===== src/rtl/fp16_to_fixed_stream.sv =====
// fp16_to_fixed_stream
//
// Converts a stream of IEEE-754 binary16 words, such as the outputs of the
// spatial-array adder, into signed two's-complement fixed point. The fixed
// point result has OUT_W bits, and FRAC_W of them are fractional.
//
// The converter is a 2-stage valid/ready pipeline with full backpressure.
// - Stage 1 decodes the word and aligns the mantissa into a magnitude.
// - Stage 2 applies the sign, clamps out-of-range values and resolves Inf/NaN.
// Results are truncated toward zero. A 16-bit saturating counter tallies
// every delivered result that was clamped or came from Inf/NaN.
//
// Ports
//   clk_i        clock, all logic on the rising edge
//   rst_ni       synchronous active-low reset
//   in_valid_i   upstream word valid
//   in_ready_o   converter accepts in_data_i this cycle
//   in_data_i    binary16 operand
//   out_valid_o  result valid
//   out_ready_i  downstream accepts the result
//   out_data_o   fixed-point result (OUT_W bits, signed)
//   out_sat_o    result was clamped, or the input was Inf/NaN
//   sat_count_o  saturating count of delivered results with out_sat_o=1
//   clr_count_i  synchronous clear of sat_count_o (wins over an increment)

module fp16_to_fixed_stream #(
  parameter int OUT_W  = 24,
  parameter int FRAC_W = 8
) (
  input  logic             clk_i,
  input  logic             rst_ni,
  input  logic             in_valid_i,
  output logic             in_ready_o,
  input  logic [15:0]      in_data_i,
  output logic             out_valid_o,
  input  logic             out_ready_i,
  output logic [OUT_W-1:0] out_data_o,
  output logic             out_sat_o,
  output logic [15:0]      sat_count_o,
  input  logic             clr_count_i
);

  // The magnitude carries one bit more than the output. This lets the
  // negative limit 2^(OUT_W-1) be represented exactly. The extended shifter
  // adds room for the full 11-bit mantissa, so no set bit is lost before
  // the overflow test looks at it.
  localparam int MAG_W = OUT_W + 1;
  localparam int EXT_W = MAG_W + 11;

  // Pipeline occupancy and handshake state.
  logic s1Valid_q;
  logic outValid_q;
  logic s2Adv;
  logic s1Adv;

  // Stage 1 holds the decoded word.
  logic             s1Sign_q, s1Sign_d;
  logic [MAG_W-1:0] s1Mag_q,  s1Mag_d;
  logic             s1Ovf_q,  s1Ovf_d;
  logic             s1Inf_q,  s1Inf_d;
  logic             s1Nan_q,  s1Nan_d;

  // Stage 2 holds the final result.
  logic [OUT_W-1:0] outData_q, outData_d;
  logic             outSat_q,  outSat_d;

  logic [15:0] satCount_q, satCount_d;

  // Decode scratch signals.
  logic [4:0]       expField;
  logic [9:0]       fracField;
  logic [10:0]      mant;
  logic [4:0]       eEff;
  logic             isSpecial;
  int               shInt;
  logic [EXT_W-1:0] wide;

  // Signed limits used by the clamp stage.
  logic [MAG_W-1:0] negLimit;
  logic [MAG_W-1:0] posLimit;
  logic [OUT_W-1:0] maxPos;
  logic [OUT_W-1:0] minNeg;

  // Handshake: a stage may load whenever its own contents are leaving or it
  // is empty. in_ready depends only on out_ready and the stage valids, never
  // on in_valid, so no combinational path runs from in_valid to in_ready.
  always_comb begin
    s2Adv       = !outValid_q || out_ready_i;
    s1Adv       = !s1Valid_q || s2Adv;
    in_ready_o  = s1Adv;
    out_valid_o = outValid_q;
    out_data_o  = outData_q;
    out_sat_o   = outSat_q;
    sat_count_o = satCount_q;
  end

  // Stage 1 decode: build the mantissa with its hidden bit, then shift it to
  // the output LSB weight. sh = e_eff - 25 + FRAC_W, because the mantissa LSB
  // weighs 2^(e_eff-25). A left shift that would push set bits past the
  // magnitude width raises the overflow flag instead of wrapping. A right
  // shift of 11 or more clears every mantissa bit, so the magnitude is 0.
  always_comb begin
    expField  = in_data_i[14:10];
    fracField = in_data_i[9:0];
    isSpecial = (expField == 5'h1F);
    mant      = (expField == 5'd0) ? {1'b0, fracField} : {1'b1, fracField};
    eEff      = (expField == 5'd0) ? 5'd1 : expField;
    shInt     = int'(eEff) - 25 + FRAC_W;
    wide      = '0;
    s1Mag_d   = '0;
    s1Ovf_d   = 1'b0;
    s1Sign_d  = in_data_i[15];
    s1Inf_d   = isSpecial && (fracField == 10'd0);
    s1Nan_d   = isSpecial && (fracField != 10'd0);
    if (shInt >= 0) begin
      if (shInt > OUT_W) begin
        s1Ovf_d = (mant != 11'd0);
      end else begin
        wide    = EXT_W'(mant) << shInt;
        s1Ovf_d = |wide[EXT_W-1:MAG_W];
        s1Mag_d = wide[MAG_W-1:0];
      end
    end else if (-shInt < 11) begin
      s1Mag_d = MAG_W'(mant >> (-shInt));
    end
  end

  // Stage 2 sign and clamp. The negative range reaches one step further than
  // the positive range, so a magnitude of exactly 2^(OUT_W-1) is a legal
  // negative result. Any zero magnitude yields plain 0, so -0 is not flagged.
  always_comb begin
    negLimit  = MAG_W'(1) << (OUT_W - 1);
    posLimit  = negLimit - MAG_W'(1);
    maxPos    = {1'b0, {(OUT_W-1){1'b1}}};
    minNeg    = {1'b1, {(OUT_W-1){1'b0}}};
    outData_d = '0;
    outSat_d  = 1'b0;
    if (s1Nan_q) begin
      outSat_d = 1'b1;
    end else if (s1Inf_q) begin
      outSat_d  = 1'b1;
      outData_d = s1Sign_q ? minNeg : maxPos;
    end else if (s1Sign_q) begin
      if (s1Ovf_q || (s1Mag_q > negLimit)) begin
        outSat_d  = 1'b1;
        outData_d = minNeg;
      end else begin
        outData_d = OUT_W'(0) - s1Mag_q[OUT_W-1:0];
      end
    end else begin
      if (s1Ovf_q || (s1Mag_q > posLimit)) begin
        outSat_d  = 1'b1;
        outData_d = maxPos;
      end else begin
        outData_d = s1Mag_q[OUT_W-1:0];
      end
    end
  end

  // Saturation counter next state. A clear wins over a same-cycle increment.
  // The count sticks at all-ones rather than wrapping.
  always_comb begin
    satCount_d = satCount_q;
    if (clr_count_i) begin
      satCount_d = '0;
    end else if (outValid_q && out_ready_i && outSat_q && (satCount_q != 16'hFFFF)) begin
      satCount_d = satCount_q + 16'd1;
    end
  end

  // Pipeline registers. The valid bits move only when their stage advances.
  // Payload registers load only when a real word arrives, so a stalled
  // output keeps its data steady. Reset discards everything in flight.
  always_ff @(posedge clk_i) begin
    if (!rst_ni) begin
      s1Valid_q  <= 1'b0;
      outValid_q <= 1'b0;
      s1Sign_q   <= 1'b0;
      s1Mag_q    <= '0;
      s1Ovf_q    <= 1'b0;
      s1Inf_q    <= 1'b0;
      s1Nan_q    <= 1'b0;
      outData_q  <= '0;
      outSat_q   <= 1'b0;
      satCount_q <= '0;
    end else begin
      satCount_q <= satCount_d;
      if (s1Adv) begin
        s1Valid_q <= in_valid_i;
        if (in_valid_i) begin
          s1Sign_q <= s1Sign_d;
          s1Mag_q  <= s1Mag_d;
          s1Ovf_q  <= s1Ovf_d;
          s1Inf_q  <= s1Inf_d;
          s1Nan_q  <= s1Nan_d;
        end
      end
      if (s2Adv) begin
        outValid_q <= s1Valid_q;
        if (s1Valid_q) begin
          outData_q <= outData_d;
          outSat_q  <= outSat_d;
        end
      end
    end
  end

endmodule

===== config.mk =====
export PLATFORM = sky130hd
export DESIGN_NAME = fp16_to_fixed_stream
export DESIGN_NICKNAME = d
export VERILOG_FILES = /design/src/rtl/fp16_to_fixed_stream.sv
export SDC_FILE = /design/constraint.sdc
export NUM_CORES = 1
export LEC_CHECK = 0
export CAP_MARGIN = 20
export CORE_ASPECT_RATIO = 0.7
export CORE_UTILIZATION = 35
export CTS_BUF_LIST = sky130_fd_sc_hd__clkbuf_4
export DETAILED_ROUTE_END_ITERATION = 8
export GPL_TIMING_DRIVEN = 0
export MAX_ROUTING_LAYER = met4
export PLACE_DENSITY = 0.65
export SLEW_MARGIN = 40
export SYNTH_ARGS = -nofsm -noshare
export SYNTH_HDL_FRONTEND = slang
export SYNTH_SLANG_ARGS = --single-unit

===== constraint.sdc =====
create_clock -name clk_i -period 13.9 [get_ports clk_i]
set_input_delay 1.39 -clock clk_i [delete_from_list [all_inputs] [get_ports clk_i]]
set_output_delay 1.39 -clock clk_i [all_outputs]
set_load 0.03 [all_outputs]

* Yosys cells after proc, flatten, opt, wreduce, memory -nomap -nowiden *
Index checks and enable logic that the tools add are counted.

word-level totals
  memories = 0
  word-level logic and storage cells = 62
  register bits = 72
  bits in read-only memories = 0
  output and inout port bits = 43
  latch bits = 0
  bits in writable memories = 0
  input port bits = 21

cells by class
  add/sub/neg operators = 5
  equality and inequality tests = 2
  mux-type cells = 18
  shift operators = 2
  bitwise logic cells = 1
  $lt $le $gt $ge = 5
  multipliers = 0
  reductions and logical operators = 19
  div/mod/pow operators = 0

operator list
  kind                   number
  $mux 24                6
  $mux 25                3
  $shl 11x32->36         1
  $lt 32x5->1 const B    1
  $neg 7->32             1
  $shr 11x32->25         1
  $gt 25x23->1 const B   1
  $gt 25x24->1 const B   1
  $sub 1x24->24 const A  1
  $add 16x1->16 const B  1
  $ne 16x16->1 const B   1
  $mux 11                1
  $reduce_bool 11->1     1
  $reduce_or 11->1       1
  $logic_not 10->1       1
  $reduce_bool 10->1     1
  $add 6x5->7 const B    1
  $ge 7x1->1 const B     1
  $gt 7x6->1 const B     1
  $mux 1                 7
  $sub 5x5->6 const B    1
  $eq 5x5->1 const B     1
  $logic_and 1x1->1      5
  $logic_not 5->1        1
  6 further kinds        11

* Depth between registers and ports, before layout *
  depth in word-level cells = 8
  gate-level depth with buffers = 26
  depth with buffers taken out = 22

* Worst setup path after synthesis *
Ideal clock, no wire load.

  path type = input to register
  start = input port in_data_i[12]
  end = register s1Mag_q[7]
  setup time = 91 ps
  data required time = 13809 ps
  buffers on the path = 4
  slack = 8419 ps
  arrival = 5390 ps
  cell stages on the path = 23
  cell sequence = buf_6 or4_4 nand2_2 buf_6 inv_2 ha_1 nand2b_1 nand2_1 xnor2_1 ha_1 clkbuf_1 nor2_1 nand2_1 nand2b_1 ha_1 nor4bb_1 nand4_1 a21oi_1 and4_1 buf_2 and2b_1 o211ai_1 a311oi_1

on the way
  word-level cells in the longest chain between the ends = 8
  elaborated cells on any way between the ends = 14
  classes of those cells = add/sub (3); order compare (3); shift (2); mux (5); reduce/logical (1)

ends and longest elaborated chain
  what                                                  line      source
  start, declared                                       34        input logic [15:0] in_data_i,
  $logic_not 5->1                                       106, 107
  $mux 5                                                107       eEff = (expField == 5'd0) ? 5'd1 : expField;
  $sub 5x5->6                                           108       shInt = int'(eEff) - 25 + FRAC_W;
  $add 6x5->7                                           108
  $neg 7->32                                            123, 124
  $lt 32x5->1 / $shr 11x32->25 (equally long branches)  123, 124
  $mux 25                                               123       end else if (-shInt < 11) begin
  $mux 25 (*)                                           115       if (shInt >= 0) begin
  end signal, assigned                                  192       s1Mag_q <= s1Mag_d;
  end, declared                                         58        logic [MAG_W-1:0] s1Mag_q, s1Mag_d;

Every way passes the cells marked *; elsewhere a longest branch is shown, timed or not.
A chain may end at the register's enable or synchronous reset.

* Worst setup path in the final report *
  start = input port in_data_i[11]
  end = register s1Mag_q[7]

Same word-level chain as after synthesis.

==> results.md <==
- Initial cell density of the core: 36.4%
- Power Internal: ~0.32 mW
- Switching Power: 0.177 mW
- # IOs: 64
- Ys Warns: 0
- CTS tree: done
- Syn_nets: 782
- Initial DRC count: 589
- Core area: 14,900 µm²
- Routed Antenna Nets: 0
- Clock sink count: 72
- Worst slew pin tran: 868 ps
- Worst EP arrival: 6920 ps
- Post-synth ARST share: 0%
- Slew margin rel.: 42.0%
- CTS H-Tree Depth: 3
- Reg power frac: 43.6%
- RSZ-0062 raised after global routing: false
- GR Util met2: 30.7%
- DR WL/cell: 17.3 µm
- Logic pwr share: about a third
- Commonest non-fill, non-tap cells in the layout: 104 x nand2_1, 72 x dfxtp_1, 69 x nor2_1, 66 x a21oi_1, 60 x clkdlybuf4s50_1
- Pwr dens: 77.3 nW/µm²
- Synthesis-stage register bit count: 72
- Netlist cell types: 76
- Max Cap Viol: 0
- Num CTS Buffers: 9
- Layout area overhead: 18.3%
- Die X: around 150 µm
- First-pass GRT wire length: between 20,000 and 30,000 µm
- Crit path required time: 14,250 ps
- Register area share after synthesis: 26.6%
- Vias: ~6,000
- DIE HEIGHT: 106 µm
- Net count, final: about 850
- Slew Limit Fails: 0
- Post-DP Area: 6280 µm²
- VDD IR max: 0.0000516 V
- Clk_skew: 12.1 ps
- First-pass DRT Iterations: 7
- Die ar.: 16,000 µm²
- GPL Wtd Cong: 0.997
- Initial antenna violation count: 0
- Peak Freq: 152 MHz
- Design area: 6420 µm²
- Count of input and output buffers: 60
- Residual DRC count: 0
- Clock power share: 24.8%
- Mapped Cells: 744
- Largest net degree at the start of global routing: 18
- Vias in the first global route: 5,493
- All-Layer GR Usage: around 23%
- Synthesized cell area: about 5400 µm²
- Skew-Pair Late Insertion Delay: between 400 and 500 ps
- Post-route minimum period: 6570 ps
- Max clock buf depth: 2
- Outcome: completed
- Sw Ratio: 35.7%
- Startpoint Class: primary input
- Critical path class: in2reg
- Hold buffers post-CTS: 0
- Post-synth EDFFs: 0
- Routed Wire Length: 17,500 µm
- Post-DP HPWL: 13,600 µm
- Dpl ws: between 6000 and 7000 ps
- Critical path fanouts, max: 11
- CTS root buffer: clkbuf_4
- Finish-stage setup viols: 0
- Clk slew on worst S/H paths: approximately 110 ps
- Met1 GRT Util: 33.6%
- Critical path endpoint category: flop
- Final worst slack: approximately 7300 ps
- Setup bufs post-CTS: 0
- Routed vias/inst: 5.82
- Filler instances: 1,556
- Rows: 37
- Commonest non-fill, non-tap cell in the layout: nand2_1
- Met3 Usage GRT: 7.85%
- Leakage: around 2.2 nW
- Post-route setup TNS: 0 ps
- Hold Path Class: reg2reg
- Dominant synthesized flop cell: dfxtp_1
- N_diodes: 0
- Total congestion overflow: 0
- Fin crit share: a little under half
- Post-CTS sizing: 0
- Global route hottest layer: met1
- Hold Vio Cnt, Final: 0
- Layout cells sized above 1: just under 6%
- Syn_area_per_cell: 7.29 µm²
through the flow:
| step | power, mW | hold slack [ps] | instances | util (%) |
|---|---|---|---|---|
| after floorplan | 0.326 | 483 | 744 | - |
| after global placement | 0.373 | 445 | 999 | 42.1 |
| after detailed placement | 0.372 | 446 | 999 | 42.1 |
| after CTS | 0.496 | 461 | 1014 | 42.9 |
| after global routing | 0.525 | 491 | 1014 | 43.0 |
| final | 0.496 | 456 | 1014 | 43.0 |
final timing paths:
path / slack (ps) / end / depth (start not counted) / from
max reg2reg: 10900 / out_data_o[23] / 9 / s1Mag_q[2]
min reg2reg: 460 / out_data_o[12] / 2 / out_data_o[12]
max: 7330 / s1Mag_q[7] / 24 / in_data_i[11]
min: 460 / out_data_o[12] / 2 / out_data_o[12]
routing by layer:
metal | vias to the layer above | part of all wire, %
met3 | 13 | 10
met5 | - | 0
met1 | 2727 | 50
met4 | 0 | 0.71
met2 | 265 | 39
li1 | 2895 | -
logic make-up (layout without fill, tap and decap cells):
family,after synthesis,after routing,synth area share (%)
adder cells (fa/ha/maj),17,17,3.92
XOR/XNOR,24,24,3.87
AO/OA/AOI/OAI,231,231,27.7
AND/OR/NAND/NOR,316,316,29.2
buffers and inverters,72,147,5.93
flip-flops,72,72,26.6
multiplexers,12,12,2.81
power by group through the flow:
stage	combinational, mW	clock [mW]	sequential, mW
after floorplan	0.101	0	0.225
after global placement	0.152	0	0.221
after detailed placement	0.151	0	0.221
after CTS	0.152	0.128	0.216
after global routing	0.170	0.137	0.217
final	0.157	0.123	0.216
critical path, stage by stage:
cell	delay [ps]
clkdlybuf4s50_1	640
inv_1	230
ha_1	270
nand2b_1	80
clkbuf_1	300
a311oi_1	110
nand2b_1	170
buf_2	180
inv_1	160
clkbuf_1	430
ha_1	380
clkbuf_1	280
nor2_1	160
nand2_1	90
nand2b_1	210
ha_1	330
and4b_1	180
nand4_1	80
a21oi_1	180
and4_1	290
buf_2	210
and2b_1	180
o211ai_1	100
a311oi_1	270
synthesized netlist by cell type (17+ instances only):
| library cell | count | area share (%) |
|---|---|---|
| nand2_1 | 104 | 7.2 |
| dfxtp_1 | 72 | 27 |
| nor2_1 | 69 | 4.8 |
| a21oi_1 | 66 | 6.1 |
| o21ai_0 | 40 | 3.7 |
| clkbuf_1 | 39 | 2.7 |
| nand3_1 | 29 | 2.7 |
| nor3_1 | 21 | 1.9 |
| inv_1 | 18 | 1.2 |
| o21ai_1 | 18 | 1.7 |
| a22oi_1 | 17 | 2.4 |
| ha_1 | 17 | 3.9 |
flip-flops by register name (all words and copies together) (netlist names):
register and cells:
out_data_o 24, out_valid_o 1, s1Ovf_q 1, s1Mag_q 25, s1Valid_q 1, sat_count_o 16
out_sat_o 1, s1Sign_q 1, s1Nan_q 1, s1Inf_q 1
area by class of cell:
class | instances | area (µm²) | area share (%)
Clock buffer | 9 | 67.6 | 1.05
Inverter | 21 | 78.8 | 1.23
Sequential cell | 72 | 1440 | 22.5
Buffer | 51 | 243 | 3.78
Tap cell | 195 | 244 | 3.80
Clock inverter | 6 | 51.3 | 0.800
Multi-Input combinational cell | 600 | 3690 | 57.5
Timing Repair Buffer | 60 | 601 | 9.36
No activity file was read; power rests on OpenSTA's default activity.
